==> config.mk <==
export PLATFORM = sky130hd
export DESIGN_NAME = fetch_decode_queue
export DESIGN_NICKNAME = d
export VERILOG_FILES = /design/src/rtl/decode_pkg.sv /design/src/rtl/fetch_queue_storage.sv /design/src/rtl/fetch_decode_queue.sv
export SDC_FILE = /design/constraint.sdc
export NUM_CORES = 2
export LEC_CHECK = 0
export CAP_MARGIN = 40
export CORE_ASPECT_RATIO = 1.25
export CORE_MARGIN = 1
export CORE_UTILIZATION = 60
export CTS_CLUSTER_DIAMETER = 100
export DETAILED_ROUTE_END_ITERATION = 10
export PLACE_DENSITY = 0.89
export SLEW_MARGIN = 10
export SYNTH_ARGS = -nofsm -noshare
export SYNTH_HDL_FRONTEND = slang
export SYNTH_SLANG_ARGS = --single-unit
==> constraint.sdc <==
create_clock -name clock_i -period 35.6 [get_ports clock_i]
set_input_delay 7.12 -clock clock_i [delete_from_list [all_inputs] [get_ports clock_i]]
set_output_delay 7.12 -clock clock_i [all_outputs]
set_load 0.02 [all_outputs]
==> src/rtl/decode_pkg.sv <==
// Shared decode-side types: width constants and the instruction bundle.
// Used by fetch_decode_queue, Format_Decoder and later decode stages.
package decode_pkg;

  localparam int unsigned ADDR_W      = 64;
  localparam int unsigned INST_W      = 32;
  localparam int unsigned PID_W       = 20;
  localparam int unsigned TID_W       = 16;
  localparam int unsigned ICNT_W      = 64;
  localparam int unsigned QUEUE_DEPTH = 8;
  localparam int unsigned QUEUE_AW    = 3;

  typedef struct packed {
    logic [INST_W-1:0] inst;
    logic [ADDR_W-1:0] addr;
    logic [PID_W-1:0]  pid;
    logic [TID_W-1:0]  tid;
    logic [ICNT_W-1:0] majId;
  } bundle_t;

endpackage

==> src/rtl/fetch_queue_storage.sv <==
// Register array holding queued instruction bundles.
// Ports: clk_i, we_i/waddr_i/wdata_i (write), raddr_i/rdata_o (async read).
module fetch_queue_storage
  import decode_pkg::*;
#(
  parameter int unsigned DEPTH = QUEUE_DEPTH,
  parameter int unsigned AW    = QUEUE_AW
) (
  input  logic          clk_i,
  input  logic          we_i,
  input  logic [AW-1:0] waddr_i,
  input  bundle_t       wdata_i,
  input  logic [AW-1:0] raddr_i,
  output bundle_t       rdata_o
);

  bundle_t mem_q [DEPTH];

  always_ff @(posedge clk_i) begin
    if (we_i) begin
      mem_q[waddr_i] <= wdata_i;
    end
  end

  assign rdata_o = mem_q[raddr_i];

endmodule

==> src/rtl/fetch_decode_queue.sv <==
// Fetch-to-decode instruction buffer: FIFO, major-ID stamping, output reg.
// Inputs: clock_i, reset_i (sync, active-low), enable_i, flush_i, stall_i,
//   instruction_i, instructionAddress_i, instructionPid_i, instructionTid_i.
// Outputs: full_o, count_o, overflow_o, outputEnable_o, instruction_o,
//   instructionAddress_o, instructionPid_o, instructionTid_o,
//   instructionMajId_o.
// Option: FETCH_QUEUE_BYPASS_EN lets an instruction skip an empty FIFO.
module fetch_decode_queue
  import decode_pkg::*;
(
  input  logic              clock_i,
  input  logic              reset_i,
  input  logic              enable_i,
  input  logic              flush_i,
  input  logic              stall_i,
  input  logic [INST_W-1:0] instruction_i,
  input  logic [ADDR_W-1:0] instructionAddress_i,
  input  logic [PID_W-1:0]  instructionPid_i,
  input  logic [TID_W-1:0]  instructionTid_i,
  output logic              full_o,
  output logic [QUEUE_AW:0] count_o,
  output logic              overflow_o,
  output logic              outputEnable_o,
  output logic [INST_W-1:0] instruction_o,
  output logic [ADDR_W-1:0] instructionAddress_o,
  output logic [PID_W-1:0]  instructionPid_o,
  output logic [TID_W-1:0]  instructionTid_o,
  output logic [ICNT_W-1:0] instructionMajId_o
);

  localparam logic [QUEUE_AW:0] FullCnt =
    (QUEUE_AW+1)'(QUEUE_DEPTH);

  logic [QUEUE_AW-1:0] wr_q, wr_d;
  logic [QUEUE_AW-1:0] rd_q, rd_d;
  logic [QUEUE_AW:0]   cnt_q, cnt_d;
  logic [ICNT_W-1:0]   maj_q, maj_d;
  logic                ovf_q, ovf_d;
  logic                oe_q, oe_d;
  bundle_t             out_q, out_d;

  bundle_t in_b;
  bundle_t head_b;
  logic    full;
  logic    empty;
  logic    consume;
  logic    slot;
  logic    push;
  logic    byp;
  logic    pop;
  logic    we;

  assign in_b = '{
    inst:  instruction_i,
    addr:  instructionAddress_i,
    pid:   instructionPid_i,
    tid:   instructionTid_i,
    majId: maj_q
  };

  fetch_queue_storage #(
    .DEPTH (QUEUE_DEPTH),
    .AW    (QUEUE_AW)
  ) u_store (
    .clk_i   (clock_i),
    .we_i    (we),
    .waddr_i (wr_q),
    .wdata_i (in_b),
    .raddr_i (rd_q),
    .rdata_o (head_b)
  );

  always_comb begin
    full    = (cnt_q == FullCnt);
    empty   = (cnt_q == '0);
    consume = oe_q & ~stall_i;
    // Output reg can take new data when empty or drained this edge.
    slot    = ~oe_q | consume;
    // Push uses registered full: a same-edge pop never frees room.
    push    = enable_i & ~full & ~flush_i;
`ifdef FETCH_QUEUE_BYPASS_EN
    byp     = push & empty & slot;
`else
    byp     = 1'b0;
`endif
    pop     = slot & ~empty & ~flush_i;
    we      = push & ~byp;
  end

  always_comb begin
    wr_d  = wr_q;
    rd_d  = rd_q;
    cnt_d = cnt_q;
    maj_d = maj_q;
    oe_d  = oe_q;
    out_d = out_q;
    ovf_d = ovf_q | (enable_i & full);

    if (push) begin
      maj_d = maj_q + ICNT_W'(1);
    end

    if (flush_i) begin
      wr_d  = '0;
      rd_d  = '0;
      cnt_d = '0;
      oe_d  = 1'b0;
    end else begin
      if (we) begin
        wr_d = wr_q + QUEUE_AW'(1);
      end
      if (pop) begin
        rd_d = rd_q + QUEUE_AW'(1);
      end
      if (we && !pop) begin
        cnt_d = cnt_q + (QUEUE_AW+1)'(1);
      end else if (pop && !we) begin
        cnt_d = cnt_q - (QUEUE_AW+1)'(1);
      end
      if (slot) begin
        if (pop) begin
          out_d = head_b;
          oe_d  = 1'b1;
        end else if (byp) begin
          out_d = in_b;
          oe_d  = 1'b1;
        end else begin
          oe_d  = 1'b0;
        end
      end
    end
  end

  always_ff @(posedge clock_i) begin
    if (!reset_i) begin
      wr_q  <= '0;
      rd_q  <= '0;
      cnt_q <= '0;
      maj_q <= '0;
      ovf_q <= 1'b0;
      oe_q  <= 1'b0;
      out_q <= '0;
    end else begin
      wr_q  <= wr_d;
      rd_q  <= rd_d;
      cnt_q <= cnt_d;
      maj_q <= maj_d;
      ovf_q <= ovf_d;
      oe_q  <= oe_d;
      out_q <= out_d;
    end
  end

  assign full_o               = full;
  assign count_o              = cnt_q;
  assign overflow_o           = ovf_q;
  assign outputEnable_o       = oe_q;
  assign instruction_o        = out_q.inst;
  assign instructionAddress_o = out_q.addr;
  assign instructionPid_o     = out_q.pid;
  assign instructionTid_o     = out_q.tid;
  assign instructionMajId_o   = out_q.majId;

endmodule

---- After elaboration in Yosys (flattened, before gate mapping) ----
Memories as Yosys holds them, arrays and structs flattened. A register that Yosys moved wholly into a read port is not among the register bits.
Cells that the tools add are included.
word-level totals
  logic and storage cells ................. 41
  bits in writable memories ............... 1,568
  flip-flop bits (word level) ............. 76
  input bits .............................. 137
  memories kept ........................... 1
  output and inout port bits .............. 203
cells by class
  $add $sub $neg .......................... 5
  equal/unequal tests ..................... 1
  reductions and logical operators ........ 9
  mux-type cells .......................... 5
  bitwise operators ....................... 14
memories
  name           depth  bits a word  read ports  clocked after memory_dff  write ports  line                       RTL
  u_store.mem_q  8      196          1           1                         1            fetch_queue_storage.sv:17  bundle_t mem_q [DEPTH];
operators by type and width
  cell                                                                 count
  64-bit by 1-bit adder with 64-bit output (second input constant)     1
  4-bit two-way mux                                                    2
  3-bit by 1-bit adder with 3-bit output (second input constant)       2
  1-bit bitwise AND                                                    6
  1-bit inverter                                                       6
  4-bit by 1-bit adder with 4-bit output (second input constant)       1
  4-bit equality test (second input constant)                          1
  4-bit zero test                                                      1
  4-bit by 1-bit subtractor with 4-bit output (second input constant)  1
  1-bit zero test                                                      3
  1-bit two-way mux                                                    3
  3-bit AND reduction                                                  1
  1-bit logical AND                                                    2
  1-bit bitwise OR                                                     2
  2-bit nonzero test                                                   1
  2-bit OR reduction                                                   1

---- Depth between registers and ports, before layout ----
  word-level depth ........................ 8
  mapped depth ............................ 13

---- By module ----
From an unflattened synthesis, not the netlist that was laid out.
second synthesis, totals
  cells, all modules ...................... 3,564
  area, all modules ....................... 69,839.5 um^2
by module, submodules not included
  module               cells an instance  sequential area each (um^2)  area each (um^2)  times used
  fetch_queue_storage  2,279              47,085.2                     59,522.1          1
  fetch_decode_queue   1,285              5,445.2                      10,317.4          1

---- Least setup slack after synthesis ----
No wires, ideal clock.
  kind .................................... input to register
  start point ............................. input port flush_i
  end point ............................... memory u_store.mem_q[2][0] in the netlist's numbering, enable pin
  path slack .............................. 6.559 ns
  arrival ................................. 27.742 ns
  library setup time ...................... 1.299 ns
  stages on the path ...................... 4
  required time ........................... 34.301 ns
  cells stage by stage .................... nand2b_1 -> or2_2 -> clkbuf_1 -> nor4b_1
on the way
  longest elaborated chain between the ends .. 4
RTL lines
  element                                  line                       RTL
  start, declared                          fetch_decode_queue.sv:14   input logic flush_i,
  1-bit inverter (no source line)          n/a
  1-bit bitwise AND                        fetch_decode_queue.sv:80   push = enable_i & ~full & ~flush_i;
  1-bit two-way mux                        fetch_queue_storage.sv:20  if (we_i) begin
  1-bit two-way mux (not written as such)  fetch_queue_storage.sv:21  mem_q[waddr_i] <= wdata_i;
  end, declared                            fetch_queue_storage.sv:17
No other way between the ends.

---- Worst setup path in the final report ----
  start point ............................. input port flush_i
  end point ............................... memory u_store.mem_q[4][106] in the netlist's numbering, enable pin
on the way
  longest elaborated chain between the ends .. 4
RTL lines
  element                                  line                       RTL
  1-bit inverter (no source line)          n/a
  1-bit bitwise AND                        fetch_decode_queue.sv:80
  net push                                 fetch_decode_queue.sv:48   logic push;
  1-bit two-way mux                        fetch_queue_storage.sv:20
  1-bit two-way mux (not written as such)  fetch_queue_storage.sv:21
The timed path passes the listed nets, and every way through them passes these cells.

==> flow_summary_export.csv <==
group,metric,value,unit
power,ir_worst_vdd,0.0592,mV
cts,cts_root_buf,"clkbuf_16",
cts,clkLatencyLatePin,0.78,ns
setup_path,slowest_stage,"buf_4",
global_route,grt_max_degree,147,
timing,fin_tns_setup,0,ns
cts,path_clk_slew,0.06,ns
timing,period_minus_slack,10.45,ns
logic_synthesis,synth.distinct_cells,43,
min_path,hold_path_class,"register to register",
logic_synthesis,synth_top_area_share,68.9,%
place,io_buffer_count,339,
logic_synthesis,synth_area_per_cell,20.4,µm²
place,place_congestion,0.753,
cts,cts_tree,"yes",
global_route,first_global_vias,36100,
setup_path,crit_type,"input pin to register",
setup_path,critical_path_buf_inv_count,4,
die,rows,138,
timing,hold_violations,0,
cts,cts_hold_buf,0,
die,start_util,60.5,%
timing,rsz0062_at_grt,"no",
timing,finalMaxSlewViolations,0,
logic_synthesis,synth_top_cell_by_area,"edfxtp_1",
logic_synthesis,yosysWarnings,0,
setup_path,cp_max_fo,145,
setup_path,path_delay_family,"buffers and inverters",
outcome,status,"completed",
final_layout,syn_to_final_growth,15.8,%
setup_path,worstSetupEndpointType,"register",
timing,fmax,95.7,MHz
die,core,113000,µm²
timing,worst_pin_slew,1.14,ns
timing,slew_headroom,23.9,%
cts,cts_sinks,1840,
final_layout,layout-drive-gt1-share,18.9,%
logic_synthesis,yosysSeqAreaShare,76.8,%
logic_synthesis,synth_fp_nets,3499,
cts,max-clock-path-buffers,3,
logic_synthesis,post-synth-top-count-cell,"edfxtp_1",
drt,route.antenna.remaining_nets,0,
cts,postCtsSetupBuffers,0,
place,post-dp-hpwl,79900,µm
drt,drc_errors,0,
drt,firstDrtPassIters,6,
setup_path,cp_cell_sequence,"clkdlybuf4s50_1 > nand2b_1 > or2_2 > inv_2 > nand2_1 > nor3_2 > buf_12 > buf_4",
power,p_per_area,56.9,nW/µm²
logic_synthesis,async_reset_ff_share,0,%
setup_path,crit_required,36.00,ns
global_route,grt_pass1_wl,226000,µm
cts,cts_resized,0,
logic_synthesis,syn_inst,3355,
drt,drt-total-wl,152000,µm
setup_path,cp.arrival,10.86,ns
power,leakage,0.0234,µW
timing,hold_ws,0.496,ns
final_layout,fill_cells,6367,
logic_synthesis,synthTopCellsByCount,"edfxtp_1, mux4_2, dfxtp_1",
drt,viasPerCell,6.46,
job,drv_cap,0,
cts,cts_buffers,164,
global_route,grt-ovfl-total,0,
power,power,4510,µW
drt,drtIter0Drc,3400,
logic_synthesis,ys.flop_type,"edfxtp_1",
timing,finalCritPeriodShare,29.4,%
logic_synthesis,ys_seq_elements,1840,
global_route,antenna_found_initial,12,
final_layout,fin_nets,3883,
die,fp.dieW,304,µm
setup_path,crit_path_max_incr_delay,0.80,ns
logic_synthesis,synthTopCellsByArea,"edfxtp_1, mux4_2, dfxtp_1",
cts,cts_htree_levels,4,
global_route,grt.total_usage,26.6,%
timing,setup_viol,0,
drt,vias,34600,
timing,clock_skew,0.0284,ns
drt,wl_per_cell,28.4,µm
final_layout,multi_input_area,15100,µm²
logic_synthesis,netlist_area,68400,µm²
die,die_h,379,µm
logic_synthesis,synth-edff-count,1568,
die,die_area,115000,µm²
setup_path,cp-start-kind,"input pin",
final_layout,seqCellArea,52500,µm²
final_layout,final_util,70.0,%
die,ioPinCount,340,
## tightest hold or removal path, stage by stage, from the launching register on
cell and delay, ns:
dfxtp_1 0.31, nor2_1 0.09, a211oi_1 0.05
## logic make-up after synthesis
| group | after synthesis | share of synthesized area (%) |
|---|---|---|
| AND/OR/NAND/NOR | 411 | 2.86 |
| XOR/XNOR | 39 | 0.500 |
| AO/OA/AOI/OAI | 267 | 2.71 |
| flip-flops | 1840 | 76.8 |
| multiplexers | 589 | 15.8 |
| buffers and inverters | 202 | 1.18 |
| adder cells (fa/ha/maj) | 7 | 0.139 |
## sequential cells by signal (all words and copies together), names as in the netlist
register,count
wr_q,3
maj_q,64
instructionMajId_o,64
outputEnable_o,1
instructionAddress_o,64
instruction_o,32
instructionTid_o,16
rd_q,3
overflow_o,1
u_store.mem_q,1568
count_o,4
instructionPid_o,20
## power breakdown
group	internal (µW)	total (µW)	leakage, µW	switching, µW
clock	977	1760	0.00262	787
combinational	149	335	0.00479	186
sequential	2380	2410	0.0159	33.3
total	3510	4510	0.0234	1010
## metal layers
layer	vias up	share of wire (%)	global-route usage, %	routed length [µm]
met5	-	0.030	0	45
li1	14500	-	-	-
met3	303	7.0	4.23	10700
met1	18100	36	33.4	55100
met2	1715	53	46.8	81000
met4	6	3.4	10.7	5140
## worst paths after layout
path	startpoint	endpoint	slack [ns]	cells after the start
min reg2reg	instructionAddress_o[42]	instructionAddress_o[42]	0.50	2
min	instructionAddress_o[42]	instructionAddress_o[42]	0.50	2
max reg2reg	count_o[1]	u_store.mem_q[4][106]	31.49	8
max	flush_i	u_store.mem_q[4][106]	25.15	8
## final cells by class
class	count	share of cell area (%)
well taps	1470	2.32
multi-input cells	1313	19.1
clock inverters	88	1.11
diodes	8	0.0253
inverters	13	0.0711
repair buffers	407	5.44
clock buffers	222	5.66
flip-flops and latches	1840	66.3
## per-stage QoR
stage | std cells | worst slack [ns] | cell area [µm²]
final | 5361 | 25.15 | 79200
after global routing | 5361 | 25.07 | 79200
after CTS | 5353 | 25.28 | 79200
after detailed placement | 5043 | 24.43 | 73800
after global placement | 5022 | 24.50 | 73400
after floorplan | 3355 | 6.56 | 68400
## layout by cell type, fill, tap and decap left out, types with 6 or more instances in the layout
master,instances
a211oi_1,196
a21oi_1,38
o31ai_1,6
clkbuf_16,166
buf_12,12
buf_4,39
clkinvlp_4,6
clkinv_2,30
o21ai_0,17
bufinv_16,11
xnor2_1,12
nor4_1,7
clkbuf_8,12
nor2_1,244
clkinv_1,21
mux4_2,392
mux2i_1,197
inv_1,11
edfxtp_1,1568
clkdlybuf4s50_1,339
buf_16,13
xor2_1,27
inv_6,9
or3_1,22
dfxtp_1,269
and3_1,11
nand2_1,34
o21ai_1,6
clkbuf_1,44
nand3_1,21
ha_1,6
nand4_1,30
diode_2,8
Note: power is estimated with default switching activity, not from simulation.
